[src/rtl/mem_arbiter.sv]
// Round-robin arbiter/sequencer for a shared single-port data memory, with lock and lock timeout.
// Optional build macro MEM_ARB_CONFLICT_CNT_EN adds a saturating conflict_cnt output.
module mem_arbiter #(
    parameter int ADDR_WIDTH = 11,
    parameter int DATA_WIDTH = 16,
    parameter int LOCK_MAX   = 16,
    parameter int CNT_WIDTH  = 5
) (
    input  logic                  clk,
    input  logic                  rst_n,
    input  logic                  p0_req,
    input  logic                  p0_we,
    input  logic                  p0_lock,
    input  logic [ADDR_WIDTH-1:0] p0_addr,
    input  logic [DATA_WIDTH-1:0] p0_wdata,
    output logic                  p0_gnt,
    output logic                  p0_rvalid,
    output logic [DATA_WIDTH-1:0] p0_rdata,
    input  logic                  p1_req,
    input  logic                  p1_we,
    input  logic                  p1_lock,
    input  logic [ADDR_WIDTH-1:0] p1_addr,
    input  logic [DATA_WIDTH-1:0] p1_wdata,
    output logic                  p1_gnt,
    output logic                  p1_rvalid,
    output logic [DATA_WIDTH-1:0] p1_rdata,
`ifdef MEM_ARB_CONFLICT_CNT_EN
    output logic [15:0]           conflict_cnt,
`endif
    output logic                  mem_write_en,
    output logic [ADDR_WIDTH-1:0] mem_address,
    output logic [DATA_WIDTH-1:0] mem_data_in,
    input  logic [DATA_WIDTH-1:0] mem_read_data
);

    // state | meaning
    // IDLE  | no owner, round-robin between requesters
    // OWN0  | port 0 holds the lock, only port 0 may be granted
    // OWN1  | port 1 holds the lock, only port 1 may be granted
    typedef enum logic [1:0] {
        ST_IDLE = 2'd0,
        ST_OWN0 = 2'd1,
        ST_OWN1 = 2'd2
    } state_t;

    localparam logic [CNT_WIDTH-1:0] LOCK_LAST = CNT_WIDTH'(LOCK_MAX - 1);

    state_t                r_state;
    state_t                w_state_nxt;
    logic                  r_last_grant;
    logic                  w_last_nxt;
    logic [CNT_WIDTH-1:0]  r_lock_cnt;
    logic [CNT_WIDTH-1:0]  w_lock_cnt_nxt;
    logic                  w_gnt0;
    logic                  w_gnt1;
    logic                  r_p0_rvalid;
    logic                  r_p1_rvalid;
    logic [DATA_WIDTH-1:0] r_p0_rdata;
    logic [DATA_WIDTH-1:0] r_p1_rdata;

    // Grants are gated by rst_n so an asserted reset silences the memory port at once.
    always_comb begin
        w_gnt0 = 1'b0;
        w_gnt1 = 1'b0;
        unique case (r_state)
            ST_IDLE: begin
                if (p0_req && p1_req) begin
                    if (r_last_grant) w_gnt0 = 1'b1;
                    else              w_gnt1 = 1'b1;
                end else begin
                    w_gnt0 = p0_req;
                    w_gnt1 = p1_req;
                end
            end
            ST_OWN0: w_gnt0 = p0_req;
            ST_OWN1: w_gnt1 = p1_req;
            default: ;
        endcase
        if (!rst_n) begin
            w_gnt0 = 1'b0;
            w_gnt1 = 1'b0;
        end
    end

    always_comb begin
        w_state_nxt    = r_state;
        w_lock_cnt_nxt = r_lock_cnt;
        w_last_nxt     = r_last_grant;
        if (w_gnt0)      w_last_nxt = 1'b0;
        else if (w_gnt1) w_last_nxt = 1'b1;
        unique case (r_state)
            ST_IDLE: begin
                w_lock_cnt_nxt = '0;
                if (w_gnt0 && p0_lock)      w_state_nxt = ST_OWN0;
                else if (w_gnt1 && p1_lock) w_state_nxt = ST_OWN1;
            end
            ST_OWN0: begin
                if (!p0_lock) begin
                    w_state_nxt    = ST_IDLE;
                    w_lock_cnt_nxt = '0;
                end else if (r_lock_cnt == LOCK_LAST) begin
                    w_state_nxt    = ST_IDLE;
                    w_lock_cnt_nxt = '0;
                    w_last_nxt     = 1'b0;
                end else begin
                    w_lock_cnt_nxt = r_lock_cnt + CNT_WIDTH'(1);
                end
            end
            ST_OWN1: begin
                if (!p1_lock) begin
                    w_state_nxt    = ST_IDLE;
                    w_lock_cnt_nxt = '0;
                end else if (r_lock_cnt == LOCK_LAST) begin
                    w_state_nxt    = ST_IDLE;
                    w_lock_cnt_nxt = '0;
                    w_last_nxt     = 1'b1;
                end else begin
                    w_lock_cnt_nxt = r_lock_cnt + CNT_WIDTH'(1);
                end
            end
            default: begin
                w_state_nxt    = ST_IDLE;
                w_lock_cnt_nxt = '0;
            end
        endcase
    end

    always_ff @(posedge clk or negedge rst_n) begin
        if (!rst_n) begin
            r_state      <= ST_IDLE;
            r_last_grant <= 1'b1;
            r_lock_cnt   <= '0;
        end else begin
            r_state      <= w_state_nxt;
            r_last_grant <= w_last_nxt;
            r_lock_cnt   <= w_lock_cnt_nxt;
        end
    end

    always_ff @(posedge clk or negedge rst_n) begin
        if (!rst_n) begin
            r_p0_rvalid <= 1'b0;
            r_p1_rvalid <= 1'b0;
            r_p0_rdata  <= '0;
            r_p1_rdata  <= '0;
        end else begin
            r_p0_rvalid <= w_gnt0 & ~p0_we;
            r_p1_rvalid <= w_gnt1 & ~p1_we;
            if (w_gnt0 && !p0_we) r_p0_rdata <= mem_read_data;
            if (w_gnt1 && !p1_we) r_p1_rdata <= mem_read_data;
        end
    end

    assign p0_gnt       = w_gnt0;
    assign p1_gnt       = w_gnt1;
    assign p0_rvalid    = r_p0_rvalid;
    assign p1_rvalid    = r_p1_rvalid;
    assign p0_rdata     = r_p0_rdata;
    assign p1_rdata     = r_p1_rdata;
    assign mem_write_en = (w_gnt0 & p0_we) | (w_gnt1 & p1_we);
    assign mem_address  = w_gnt0 ? p0_addr  : (w_gnt1 ? p1_addr  : '0);
    assign mem_data_in  = w_gnt0 ? p0_wdata : (w_gnt1 ? p1_wdata : '0);

`ifdef MEM_ARB_CONFLICT_CNT_EN
    logic [15:0] r_conflict_cnt;
    logic        w_conflict;

    assign w_conflict = (p0_req & ~w_gnt0) | (p1_req & ~w_gnt1);

    always_ff @(posedge clk or negedge rst_n) begin
        if (!rst_n) begin
            r_conflict_cnt <= '0;
        end else if (w_conflict && (r_conflict_cnt != 16'hFFFF)) begin
            r_conflict_cnt <= r_conflict_cnt + 16'd1;
        end
    end

    assign conflict_cnt = r_conflict_cnt;
`endif

endmodule

[config.mk]
export PLATFORM = sky130hd
export DESIGN_NAME = mem_arbiter
export DESIGN_NICKNAME = d
export VERILOG_FILES = /design/src/rtl/mem_arbiter.sv
export SDC_FILE = /design/constraint.sdc
export NUM_CORES = 1
export LEC_CHECK = 0
export BUFFER_PORTS_ARGS = -buffer_cell sky130_fd_sc_hd__buf_2
export CORE_MARGIN = 2
export CORE_UTILIZATION = 42
export CTS_CLUSTER_SIZE = 24
export DETAILED_ROUTE_END_ITERATION = 10
export GPL_TIMING_DRIVEN = 0
export PLACE_DENSITY = 0.83
export SETUP_SLACK_MARGIN = 0.1
export SLEW_MARGIN = 5
export SYNTH_ARGS = -nofsm -noshare
export SYNTH_HDL_FRONTEND = slang
export SYNTH_SLANG_ARGS = --single-unit
[constraint.sdc]
create_clock -name clk -period 2.5 [get_ports clk]
set_input_delay 0.125 -clock clk [delete_from_list [all_inputs] [get_ports clk]]
set_output_delay 0.125 -clock clk [all_outputs]
set_load 0.05 [all_outputs]
==> results of run 1 <==
[layout make-up]
type / instances / area, um2
Clock inverter: 2 / 60.1
Inverter: 6 / 22.5
Buffer: 11 / 105
Fill cell: 375 / 1710
Timing Repair Buffer: 147 / 893
Multi-Input combinational cell: 156 / 1060
Clock buffer: 6 / 82.6
Tap cell: 70 / 87.6
Sequential cell: 42 / 1050
[critical path: stages (launching register included)]
cell and delay [ns]:
dfrtp_1 0.42, ha_2 0.23, or3b_4 0.39, nand2b_4 0.09, buf_6 0.14, buf_4 0.17, nand2_1 0.06, o21ai_1 0.12
buf_2 0.28
[cells in the mapped netlist (all sizes together)]
master    n  area (um2)
o211a     1        10.0
nand3     2        10.0
clkbuf    3        11.3
nor2      4        17.5
buf       8        70.1
nand4     1        6.26
nand2    57         214
a22oi     1        7.51
nand2b    1        13.8
nand4b    1        8.76
o2111ai   1        8.76
a21boi    1        7.51
and3      2        12.5
xor2      2        17.5
a21oi     2        10.0
o211ai    2        15.0
a22o      1        8.76
inv       6        22.5
and2      1        6.26
or2       1        8.76
or3b      1        11.3
o22ai     1        6.26
o21ai    29         145
a21o      1        7.51
nor3b     1        7.51
a32o      3        30.0
ha        5        62.6
mux2     32         360
dfrtp    41        1030
nor2b     2        12.5
dfstp     1        26.3
[power groups by stage]
stage / logic [uW] / clock network (uW) / registers, uW
2_1_floorplan: 1160 / 0 / 2080
3_5_place_dp: 2750 / 0 / 1140
5_1_grt: 3090 / 693 / 1170
6_report: 2940 / 650 / 1140
3_3_place_gp: 2700 / 0 / 1130
4_1_cts: 2790 / 668 / 1140
[stage by stage]
| step | total power (uW) | std cells | hold slack [ns] | instance area [um2] | utilization [%] |
|---|---|---|---|---|---|
| after global placement | 3830 | 426 | 0.334 | 2980 | 58.6 |
| after floorplan | 3240 | 215 | -0.171 | 2180 | - |
| final | 4730 | 440 | 0.0757 | 3360 | 66.2 |
| after CTS | 4600 | 435 | 0.0176 | 3150 | 62.1 |
| after detailed placement | 3900 | 426 | 0.339 | 2980 | 58.6 |
| after global routing | 4960 | 440 | 0.0680 | 3360 | 66.2 |
[cells in the final DEF, fill, tap and decap left out, types with 2 or more instances in the layout]
master / n
buf_2: 117
nand2_1: 57
dfrtp_1: 41
mux2_2: 31
buf_6: 21
o21ai_1: 20
buf_4: 12
clkbuf_8: 7
o21ai_2: 7
inv_1: 4
clkbuf_4: 4
nor2_1: 3
a32o_1: 3
ha_1: 3
o211ai_1: 2
inv_2: 2
o21ai_0: 2
a21oi_1: 2
nand3_1: 2
nor2b_1: 2
and3_1: 2
xor2_1: 2
ha_2: 2
bufinv_16: 2
[state kept, by name (all words and copies together), names as in the netlist]
name	count
p0_rdata	16
p1_rdata	16
r_lock_cnt	5
r_state	2
p0_rvalid	1
p1_rvalid	1
r_last_grant	1
[timing repair]
action                                 CTS  global route
pin swaps                                0             1
setup endpoints to repair               20            29
buffers inserted                         1             2
hold buffers                             0             2
gates cloned                             0             1
endpoints found under the hold margin    0            41
gates resized for setup                 10            68
[worst max path at each step]
stage,from,endpoint,slack [ns],cells after the start
after detailed placement,rst_n,p0_rdata[13]$_DFFE_PN0P_,-0.001,6
after global placement,rst_n,p0_rdata[1]$_DFFE_PN0P_,0.02,6
after floorplan,r_state[1]$_DFFE_PN0P_,mem_address[5],0.23,8
after global routing,r_state[0]$_DFFE_PN0P_,mem_data_in[9],0.09,8
final,r_state[0]$_DFFE_PN0P_,mem_address[5],0.18,8
after CTS,r_state[0]$_DFFE_PN0P_,mem_data_in[7],0.10,8
[per-layer routing]
layer / up-vias / global-route usage (%) / share of wire, %
li1: 1048 / - / -
met1: 1026 / 23.2 / 41
met2: 100 / 37.0 / 50
met3: 9 / 5.92 / 7.7
met4: 0 / 5.27 / 1.5
met5: - / 0 / 0
[cell families (layout without fill, tap and decap cells)]
group | count (synthesis) | after routing | share of synthesized area (%)
AND/OR/NAND/NOR | 74 | 74 | 15.1
AO/OA/AOI/OAI | 43 | 43 | 11.8
flip-flops | 42 | 42 | 48.2
multiplexers | 32 | 32 | 16.5
buffers and inverters | 17 | 172 | 4.76
adder cells (fa/ha/maj) | 5 | 5 | 2.87
XOR/XNOR | 2 | 2 | 0.803
==> run metrics, run 1 <==
Starting DRT DRC Count=33; # setup viols final=0; CP startpoint kind=flip-flop; P&R area growth vs syn=54.0%; Leak Pwr=0.00178 uW; Final Hold Vio Count=0; Die W=76.1 um; part of the power in combinational logic=62.2%; Reg clk slew, reported paths=0.08 ns; worst-margin pin slew=0.479 ns; Core Box Area=0.00507 mm2; skew final=0.00577 ns; fraction of layout cells with a size suffix above 1=57.3%; CTS Buffer Depth=2; Achievable Freq=0.432 GHz; mapped cell area=0.00218 mm2; yosys warns=0; die area=0.00579 mm2; Worst R2R End=p1_rdata[7]$_DFFE_PN0P_; All-Layer GR Usage=20.3%; Max Slew Vio Count=0; Crit Path Category=reg -> out; 1st-pass router iterations=6; CP arrival=2.19 ns; residual DRC count=0; sequential share of power=24.0%; post-route ant nets=0; reg2reg start=r_state[0]$_DFFE_PN0P_; Sw Pwr=2420 uW; TNS Setup=0 ns; ratio of final minimum period to clock period=92.6%; Vias=2,183; reg2reg setup slack=0.31 ns; Die Y=76.1 um; sequential share of the synthesized area=48.2%; Max Cap Viol=0; Min-Delay Path Class=in -> reg; largest net degree at the start of global routing=48; Synth cell types=36; RePlAce Congestion=0.750; Ports=142; final setup margin=0.185 ns; wire per inst=14.2 um; Root Driver=clkbuf_8; power share of the clock group=13.7%; pre-CTS worst setup slack=-0.00141 ns; NumNets Final=452; crit path time final=2.32 ns; cells after synthesis=215; Worst-Skew Late Latency=0.29 ns; Peak VDD IR=902 uV; first-pass GRT wire length=9670 um; initial core utilization=43.0%; Hold EP=p0_rdata[10]$_DFFE_PN0P_; total internal power=2310 uW; crit path max fanout=10; Cells on Worst Hold Path=2; Post-DP HPWL=4630 um; Max transition margin=68.0%; std cell rows=26; Worst EP required=2.38 ns; TritonCTS clock tree=done; htree depth=2; Seq cells post-synth=42; power per standard cell area=1410 mW/mm2; CP Capture Type=output port; synthesized area per cell=10.1 um2; clk sinks=42; CTS buffer count=5; PortBufs=141; vias in the first global route=2,097; status=finished, final reports clean; antenna violations before repair=0; GRT overflow=0; WL final=6230 um; routed vias/inst=4.96; RSZ-0062 raised after global routing=true; r2r worst-path depth=8; hold path start=mem_read_data[10]; antenna cell count=0; Sw Share=51.2%; syn_nets=298
Power figures use the tool's default switching activity.
==> inputs of run 2 (changes only) <==
--- a/config.mk
+++ b/config.mk
@@ -12,6 +12,7 @@
 export DETAILED_ROUTE_END_ITERATION = 10
 export GPL_TIMING_DRIVEN = 0
 export PLACE_DENSITY = 0.83
+export RECOVER_POWER = 100
 export SETUP_SLACK_MARGIN = 0.1
 export SLEW_MARGIN = 5
 export SYNTH_ARGS = -nofsm -noshare
==> run 2 against run 1 <==
Compared with the run above: cell area down 3.2%; critical path depth unchanged; setup slack worse by 0.034 ns; largest power group unchanged.
==> run metrics, run 2 (synthesized netlist as in run 1, its figures left out) <==
CP startpoint kind=flip-flop; first-pass GRT wire length=9670 um (unchanged); Root Driver=clkbuf_8; Achievable Freq=0.426 GHz (-1.4%); 1st-pass router iterations=6 (unchanged); Max Cap Viol=0 (unchanged); Worst-Skew Late Latency=0.29 ns (about the same); Max Slew Vio Count=0 (unchanged); crit-path max cell delay=0.42 ns (about the same); Die W=76.1 um (unchanged); design area=0.00325 mm2 (-3.2%); Worst path slowest cell=dfrtp_1; busiest grt layer=met2; CP Capture Type=output port; htree depth=2 (unchanged); PortBufs=141 (unchanged); initial core utilization=43.0% (unchanged); CP arrival=2.22 ns (+0.03 ns); Core Box Area=0.00507 mm2 (unchanged); RSZ-0062 raised after global routing=true; Leak Pwr=0.00164 uW (-7.4%); pre-CTS worst setup slack=-0.00141 ns (unchanged); Starting DRT DRC Count=41 (+24%); Post-DP HPWL=4630 um (unchanged); Crit Path Category=reg -> out; routed vias/inst=4.96 (about the same); RePlAce Congestion=0.750 (unchanged); most common cell after layout, fill and taps aside=buf_2; Reg clk slew, reported paths=0.08 ns (about the same); status=finished, final reports clean; crit path time final=2.35 ns (+0.0340 ns); post-layout util=64.1% (-2.1 points); NumNets Final=452 (unchanged); Ports=142 (unchanged); power per standard cell area=1420 mW/mm2 (+0.60%); met2 usage=37.0% (unchanged); worst-path cell chain=ha_2 -> or3b_4 -> nand2b_4 -> buf_6 -> buf_4 -> nand2_1 -> o21ai_1 -> clkbuf_2; antenna violations before repair=0 (unchanged); CTS buffer count=5 (unchanged); final setup margin=0.151 ns (-0.0340 ns); All-Layer GR Usage=20.3% (unchanged); Max transition margin=36.0% (-32 points); commonest non-fill, non-tap cells in the layout=buf_2 (76), nand2_1 (57), dfrtp_1 (41), clkbuf_1 (35), mux2_2 (31); std cell rows=26 (unchanged); residual DRC count=0 (unchanged); clk sinks=42 (unchanged); die area=0.00579 mm2 (unchanged); fraction of layout cells with a size suffix above 1=47.3% (-10 points); Bufs and invs on worst path=3 (unchanged); TritonCTS clock tree=done; Worst EP required=2.38 ns (about the same); TNS Setup=0 ns (unchanged); Min-Delay Path Class=in -> reg; P&R area growth vs syn=49.1%; CP delay by family, top=buffers and inverters; Final Hold Vio Count=0 (unchanged); antenna cell count=0 (unchanged); Die Y=76.1 um (unchanged); post-route ant nets=0 (unchanged); WL final=6190 um (-0.66%); # setup viols final=0 (unchanged); crit path max fanout=10 (unchanged); met3 Use GR=5.92% (unchanged); largest net degree at the start of global routing=48 (unchanged); vias in the first global route=2,097 (unchanged); skew final=0.00575 ns (-0.0000204 ns); area post-placement=0.00298 mm2 (unchanged); CTS Buffer Depth=2 (unchanged); ratio of final minimum period to clock period=94.0% (+1.4 points); wire per inst=14.1 um (-0.66%); Peak VDD IR=888 uV (-1.6%); met1 Track Usage GR=23.2% (unchanged); Pwr Total=4610 uW (-2.6%); worst-margin pin slew=0.960 ns (+0.481 ns); GRT overflow=0 (unchanged); Vias=2,184 (+0.046%)
run 2: cell count changes in the layout (fill, tap and decap cells not counted), sizes merged:
cell    previous run  this run
clkbuf            12        64
buf              151        99
run 2: path summary, 6_finish.rpt:
kind	start	to	slack, ns	depth (start not counted)
min in group asynchronous	rst_n	r_last_grant$_DFF_PN1_	0.39	2
max in group asynchronous	rst_n	p0_rdata[5]$_DFFE_PN0P_	1.19	3
worst min-delay path	mem_read_data[10]	p0_rdata[10]$_DFFE_PN0P_	0.08	2
worst max-delay path	r_state[0]$_DFFE_PN0P_	mem_data_in[2]	0.15	8
worst min register to register	r_lock_cnt[0]$_DFF_PN0_	r_lock_cnt[0]$_DFF_PN0_	0.46	1
worst max register to register	r_state[0]$_DFFE_PN0P_	p0_rdata[15]$_DFFE_PN0P_	0.20	7
run 2: timing repair:
item / 4_1_cts / 5_1_grt
gates cloned: 0 / 1
pin swaps: 0 / 1
resized for setup: 10 / 68
buffers inserted: 1 / 2
hold buffers: 0 / 2
setup endpoints to repair: 20 / 29
hold endpoints to repair: 0 / 41
run 2: layout make-up:
| type | instances | area [um2] |
|---|---|---|
| repair buffers | 147 | 793 |
| fillers | 420 | 1820 |
| flip-flops and latches | 42 | 1050 |
| clock buffers | 6 | 82.6 |
| clock inverters | 2 | 60.1 |
| plain buffers | 11 | 105 |
| multi-input cells | 156 | 1050 |
| well taps | 70 | 87.6 |
| inverters | 6 | 22.5 |
run 2: through the flow:
step	hold slack [ns]	cells
floorplan	-0.171	215
finish	0.0767	440
CTS	0.0176	435
global placement	0.334	426
global route	0.0680	440
detailed placement	0.339	426
run 2: worst register-to-register path: cells and delay by family, from the launching register on:
family | cells | cell delay, ns
AOI/OAI and AO/OA | 1 | 0.11
and+or+nand+nor | 2 | 0.74
muxes | 1 | 0.34
DFF | 1 | 0.42
buffers and inverters | 2 | 0.35
adders and majority gates | 1 | 0.22
run 2: power breakdown:
group          switching (uW)  internal [uW]
clock                     225            426
combinational            2030            784
sequential                165            979
total                    2420           2190
run 2: routing by layer:
layer  up-vias  wire (um)
li1       1047          -
met4         0         91
met2       100       3140
met3         9        441
met1      1028       2520
met5         -          0
